--- config.mk ---
export PLATFORM = sky130hd
export DESIGN_NAME = bcd_to_bin_seq
export DESIGN_NICKNAME = d
export VERILOG_FILES = /design/src/rtl/bcd_pkg.sv /design/src/rtl/bcd_nib_corr.sv /design/src/rtl/bcd_to_bin_seq.sv
export SDC_FILE = /design/constraint.sdc
export NUM_CORES = 1
export LEC_CHECK = 0
export CAP_MARGIN = 20
export CORE_MARGIN = 2
export CORE_UTILIZATION = 56
export CTS_CLUSTER_SIZE = 16
export DETAILED_ROUTE_END_ITERATION = 12
export GPL_ROUTABILITY_DRIVEN = 1
export PLACE_DENSITY_LB_ADDON = 0.25
export SETUP_SLACK_MARGIN = 0.3
export SYNTH_ARGS = -nofsm -noshare
export SYNTH_HDL_FRONTEND = slang
export SYNTH_SLANG_ARGS = --single-unit
export TNS_END_PERCENT = 1
--- constraint.sdc ---
create_clock -name clk -period 3.9 [get_ports clk]
set_input_delay 0.585 -clock clk [delete_from_list [all_inputs] [get_ports clk]]
set_output_delay 0.585 -clock clk [all_outputs]
set_load 0.02 [all_outputs]
--- src/rtl/bcd_pkg.sv ---
// rtl/bcd_pkg.sv - shared encodings and constants for the BCD-to-binary converter
package bcd_pkg;

  typedef enum logic [1:0] {
    ST_IDLE  = 2'd0,
    ST_SHIFT = 2'd1,
    ST_DONE  = 2'd2
  } bcd_state_t;

  localparam int BCD_DIGIT_W   = 4;
  localparam int BCD_MAX_DIGIT = 9;
  localparam int CORR_THRESH   = 8;
  localparam int CORR_SUB      = 3;

endpackage

--- src/rtl/bcd_nib_corr.sv ---
// rtl/bcd_nib_corr.sv - reverse double-dabble nibble correction: in>=8 ? in-3 : in
module bcd_nib_corr
  import bcd_pkg::*;
(
  input  logic [BCD_DIGIT_W-1:0] nib,
  output logic [BCD_DIGIT_W-1:0] corr
);

  assign corr = (nib >= BCD_DIGIT_W'(CORR_THRESH)) ? nib - BCD_DIGIT_W'(CORR_SUB) : nib;

endmodule

--- src/rtl/bcd_to_bin_seq.sv ---
// rtl/bcd_to_bin_seq.sv - sequential BCD-to-binary converter, one shift per clock
// Optional digit check (err output, bin forced to 0 on illegal digit) when BCD_BIN_CHECK_EN is defined.
module bcd_to_bin_seq
  import bcd_pkg::*;
#(
  parameter int NDIG = 3,
  parameter int BW   = 10
) (
  input  logic                        clk,
  input  logic                        rst_n,
  input  logic                        start,
  input  logic [BCD_DIGIT_W*NDIG-1:0] bcd_in,
  output logic                        busy,
  output logic                        done,
  output logic [BW-1:0]               bin,
  output logic                        err
);

  localparam int DW  = BCD_DIGIT_W * NDIG;
  localparam int SRW = DW + BW;
  localparam int CW  = $clog2(BW + 1);

  bcd_state_t     state, state_nxt;
  logic [SRW-1:0] sr;
  logic [SRW-1:0] sr_shift;
  logic [SRW-1:0] sr_corr;
  logic [CW-1:0]  cnt;
  logic [BW-1:0]  bin_r;
  logic           last_shift;

  assign sr_shift   = sr >> 1;
  assign last_shift = (cnt == CW'(BW - 1));

  // Only the BCD field is corrected; bits already shifted into the binary field are final.
  assign sr_corr[BW-1:0] = sr_shift[BW-1:0];

  for (genvar g = 0; g < NDIG; g++) begin : g_corr
    bcd_nib_corr u_corr (
      .nib  (sr_shift[BW + BCD_DIGIT_W*g +: BCD_DIGIT_W]),
      .corr (sr_corr [BW + BCD_DIGIT_W*g +: BCD_DIGIT_W])
    );
  end

  always_comb begin
    state_nxt = state;
    unique case (state)
      ST_IDLE:  if (start) state_nxt = ST_SHIFT;
      ST_SHIFT: if (last_shift) state_nxt = ST_DONE;
      ST_DONE:  state_nxt = ST_IDLE;
      default:  state_nxt = ST_IDLE;
    endcase
  end

`ifdef BCD_BIN_CHECK_EN
  logic digit_bad;
  logic flag;
  logic err_r;

  always_comb begin
    digit_bad = 1'b0;
    for (int i = 0; i < NDIG; i++) begin
      if (bcd_in[BCD_DIGIT_W*i +: BCD_DIGIT_W] > BCD_DIGIT_W'(BCD_MAX_DIGIT)) digit_bad = 1'b1;
    end
  end

  always_ff @(posedge clk or negedge rst_n) begin
    if (!rst_n) begin
      flag  <= 1'b0;
      err_r <= 1'b0;
    end else if (state == ST_IDLE && start) begin
      flag  <= digit_bad;
      err_r <= 1'b0;
    end else if (state == ST_SHIFT && last_shift) begin
      err_r <= flag;
    end
  end

  assign err = err_r;
`else
  logic flag;

  assign flag = 1'b0;
  assign err  = 1'b0;
`endif

  always_ff @(posedge clk or negedge rst_n) begin
    if (!rst_n) begin
      state <= ST_IDLE;
      sr    <= '0;
      cnt   <= '0;
      bin_r <= '0;
    end else begin
      state <= state_nxt;
      case (state)
        ST_IDLE: begin
          if (start) begin
            sr  <= {bcd_in, {BW{1'b0}}};
            cnt <= '0;
          end
        end
        ST_SHIFT: begin
          sr  <= sr_corr;
          cnt <= cnt + 1'b1;
          if (last_shift) bin_r <= flag ? '0 : sr_corr[BW-1:0];
        end
        default: ;
      endcase
    end
  end

  assign busy = (state != ST_IDLE);
  assign done = (state == ST_DONE);
  assign bin  = bin_r;

endmodule
### Word-level counts from Yosys, hierarchy flattened

Cells that the tools add are included.

* output and inout port bits: 13
* bits in registers: 38
* input bits: 15
* word-level logic and storage cells: 32

* order comparisons: 3
* equal/unequal tests: 5
* add/subtract/negate cells: 4
* muxes and demuxes: 10
* reduce and logical (&&, ||, !) cells: 6

Operators with widths (count)
* one-hot mux 22 bit (2 select lines): 1
* 2-to-1 mux 22 bit: 1
* 2-to-1 mux 4 bit: 4
* greater-or-equal comparator 4 bit (second input constant): 2
* one-hot mux 4 bit (2 select lines): 1
* subtractor 4 x 2 -> 4 bit (second input constant): 2
* AND reduction 2 bit: 3
* adder 4 x 1 -> 4 bit (second input constant): 1
* equality test 4 bit (second input constant): 1
* greater-or-equal comparator 3 x 4 -> 1 bit (second input constant): 1
* 2-to-1 mux 2 bit: 2
* != test 2 bit (second input constant): 2
* one-hot mux 2 bit (2 select lines): 1
* nonzero test 2 bit: 2
* subtractor 3 x 2 -> 4 bit (second input constant): 1
* equality test 2 x 1 -> 1 bit (second input constant): 1
* equality test 2 bit (second input constant): 1
* zero test 2 bit: 1

### Depth between registers and ports, before layout

* word-level depth: 3
* depth in mapped cells: 6

### Hierarchy

Synthesis repeated with hierarchy kept, for this count alone.

* cells, all modules: 173
* area total of the unflattened synthesis: 1874.3 um^2

Modules (own cells, without submodules)
* bcd_to_bin_seq: times used 1, cells each 140, area each 1645.3 um^2
* bcd_nib_corr: times used 3, cells each 11, area each 76.3 um^2

### Worst setup path after synthesis

No wires, ideal clock.

* kind: register to output
* from: register state[1]
* to: output done
* setup slack: 2363 ps
* cell stages (with the launch flop): 4
* data arrival time: 952 ps
* path buffers: 1
* cell sequence: dfrtp_1 buf_2 inv_1 nor2_1

* word-level cells in the longest chain between the ends: 1

RTL lines
* start: declaration: line bcd_to_bin_seq.sv:23 `bcd_state_t state, state_nxt;`
* start signal: assignment: line bcd_to_bin_seq.sv:93 `state <= state_nxt;`
* equality test 2 bit: line bcd_to_bin_seq.sv:112 `assign done = (state == ST_DONE);`
* end: declaration: line bcd_to_bin_seq.sv:14 `output logic done,`

No other way between the ends.

### Final worst setup path

Ends and elaborated chain as after synthesis.

==> summary by stage <==
Detailed routing
The DRC violations left is 0. The routed layout has 1308 vias. After detailed routing, the number of vias per cell comes to 6.17. After the first detailed-routing iteration, the DRC count stood at 67. Once detail routing completed, the nets flagged for antenna violations numbered 0. The final wirelength is 3450 µm. The first TritonRoute pass finished after 5 iterations.

Dividing the detail-routed wire length by the instance count gives 16.3 µm.

Finish
At the end of the flow, the number of nets in the layout was 199. The top cell types in the final layout, fill and taps aside, are dfrtp_1, clkdlybuf4s50_1, o22ai_1, mux2_2. The most common cell after layout, fill and taps aside is dfrtp_1. The repair_antennas step left the layout with diodes totalling 0. The final standard cell utilization of the core is 69.6%. With fillers left out, the area of the finished cells amounts to 2070 µm².

The share of post-route cells with drive strength above 1 is 11.7%. Relative to the synthesized area, the layout overhead comes to 20.3%.

Clock tree
The number of gates resized after CTS is 0. In this run, post-CTS hold repair placed 0 buffers. TritonCTS built the clock tree.

The clock tree root buffer cell is clkbuf_4. Post-CTS timing repair inserted 0 buffers for setup. For the worst-skew pair, the clock arrives at the later sink with an insertion delay of 350 ps.

The depth of the CTS H-tree is 2. The total CTS buffers is 5. The number of buffers on the longest clock path is 2.

Clock-pin slew was measured on the worst setup and hold paths at 120 ps. The clock drives 37 sinks.

Critical path
The worst setup path is captured at an output pin. The total buffers and inverters traversed by the critical path is 2. For the worst setup path, the data arrival time is 1960 ps.

The critical path starts at state[1]. Among all stages on the critical path, the largest delay is contributed by dfrtp_1. The largest stage delay on the critical path is 630 ps. The data required time at the worst endpoint is 3310 ps. In this run the critical register-to-register path is captured at bin[5]. The count of cells along the worst register-to-register path is 3. The register-to-register setup slack is 1510 ps.

The cell type group with the largest total delay on the critical path is buffers and inverters. In this run the critical register-to-register path is launched from state[0]. The count of cell instances traversed by the critical path is 3. The largest driver fanout on the critical path is 14. The signal on the critical path passes through inv_1 -> nor2_1 -> clkdlybuf4s50_1. Following the worst setup path forward leads to its endpoint at done. The startpoint kind of the worst setup timing path is a register. The worst setup path is of the reg2out kind.

Synthesis
Of the synthesized area, sequential elements account for 53.8%. The average instance in the mapped netlist occupies 11.3 µm². For this run, the number of Yosys warnings is 0.

After technology mapping, the gate count stands at 152. In this run, synthesis produced a sequential element count of 37. Yosys attributes the largest share of cell area to dfrtp_1, mux2_2, o22ai_1. The async set-reset flop share out of synthesis is 100%. The synthesized net count is 173. For this run, the leading register cell type out of synthesis is dfrtp_1. Yosys mapped a number of flops with a built-in enable equal to 0.

In this run, distinct cell masters in the synthesized netlist total 30. The cell taking the most area after synthesis is dfrtp_1. The share of Yosys cell area claimed by the top area cell type is 53.8%. The mapped netlist covers 1720 µm².

STA
The final number of hold-violating endpoints was 0. The final worst clock skew is 20.0 ps. Subtracting the final worst setup slack from the clock period gives 2540 ps. Across all hold checks on the routed design, the worst slack comes to 505 ps.

Dividing the final minimum period by the clock period gives 65.1%. The maximum clock rate is 0.394 GHz. The number of pins exceeding their max-slew limit in the final report is 0.

Setup repair after global routing left no endpoint under its margin. Once routing completed, OpenROAD measured the worst setup slack at 1360 ps. The final setup violation count is 0.

For the pin with the worst max-slew slack, the measured transition is 949 ps. The max-slew headroom at the worst pin is 36.6%. In the final timing run, aggregate negative setup slack is 0 ps.

Global routing
Entering global routing, the biggest net connects 38 pins. After global routing the overflow that remains totals 0. The first global-routing pass estimated 5940 µm of wire.

The via count of the first global-routing pass is 1292. For this run, the total global-route usage over all layers was measured as 22.8%. The number of antenna violations at the first check in global routing is 0.

Floorplan
In this run the standard cell core region covers 2980 µm². The die span in y is 59.4 µm. The row count is 20. The die is 59.4 µm wide. Once the floorplan was initialized, standard cells occupied 57.8% of the core. The total die area is 3530 µm². Pin placement for this block handled 28 I/O pins.

Placement
The congestion estimate from routability-driven global placement came to 0.897. The placed instances occupy a cell area of 1990 µm². The worst setup timing slack at the placement stage is 1450 ps. Detailed placement ended at an HPWL of 2330 µm. The number of port buffers is 26.

Run status
The run finished with clean final reports.

Hold path
The type of the tightest min-delay check is reg2reg.

Power and ir drop
For this design the static power due to leakage is 0.909 nW. In this run the power density over the cells is 829 nW/µm². The peak ir drop on the vdd network is 0.440 mV.

Run
Max-cap violations in this run came to 0.
## power breakdown
part / switching (W) / leakage [nW] / total (W) / internal (W)
logic: 0.000338 / 0.404 / 0.000703 / 0.000365
registers: 0.000185 / 0.463 / 0.000743 / 0.000558
clock network: 0.000136 / 0.0414 / 0.000272 / 0.000136
## cell families (layout without fill, tap and decap cells)
| logic type | count (synthesis) | count (layout) | share of synthesized area, % |
|---|---|---|---|
| buffers and inverters | 16 | 43 | 4.22 |
| other | 1 | 1 | 0.218 |
| AND/OR/NAND/NOR | 25 | 25 | 7.05 |
| AO/OA/AOI/OAI | 50 | 50 | 20.0 |
| flip-flops | 37 | 37 | 53.8 |
| adder cells (fa/ha/maj) | 6 | 6 | 4.36 |
| XOR/XNOR | 4 | 4 | 2.04 |
| multiplexers | 13 | 13 | 8.36 |
## synthesized netlist by cell type, types with 4 or more instances
cell / number
o21ai_0: 4
ha_1: 6
inv_1: 8
a21oi_1: 9
o22ai_1: 13
mux2_2: 11
dfrtp_1: 37
nor2_1: 9
nand2_1: 6
a22o_1: 9
nor2b_1: 4
buf_2: 4
## metrics by stage
step           total power [W]  cells
2_1_floorplan          0.00121    152
4_1_cts                0.00172    212
3_3_place_gp           0.00140    204
3_5_place_dp           0.00145    204
6_report               0.00172    212
5_1_grt                0.00185    212
## area by class of cell
class | instances | area [µm²]
fillers | 243 | 906
clock buffers | 5 | 37.5
flip-flops and latches | 37 | 926
multi-input cells | 99 | 723
clock inverters | 3 | 46.3
inverters | 8 | 30.0
repair buffers | 27 | 268
well taps | 33 | 41.3
## state kept, by name, summed over array words and instances, names as in the netlist
name,count
bin,10
cnt,4
sr,21
state,2
## worst min path at each step
stage | from | to | slack, ps | cells past startpoint
after global routing | bin[3] | bin[3] | 540 | 1
final | cnt[3] | cnt[3] | 500 | 1
after detailed placement | bin[5] | bin[5] | 500 | 1
after floorplan | rst_n | bin[0] | 290 | 0
after CTS | cnt[3] | cnt[3] | 520 | 1
after global placement | cnt[3] | cnt[3] | 470 | 1
## worst register-to-register path, cell delays in order (launching register included)
cell	delay, ps
dfrtp_1	700
nand2b_1	400
nor3_2	750
mux2_2	420
## metal layers
layer	routed length, µm	track usage, %
met5	0	0
met4	45	9.09
met3	178	6.33
met2	1660	34.9
met1	1570	30.7
Note: power is estimated with default switching activity, not from simulation.
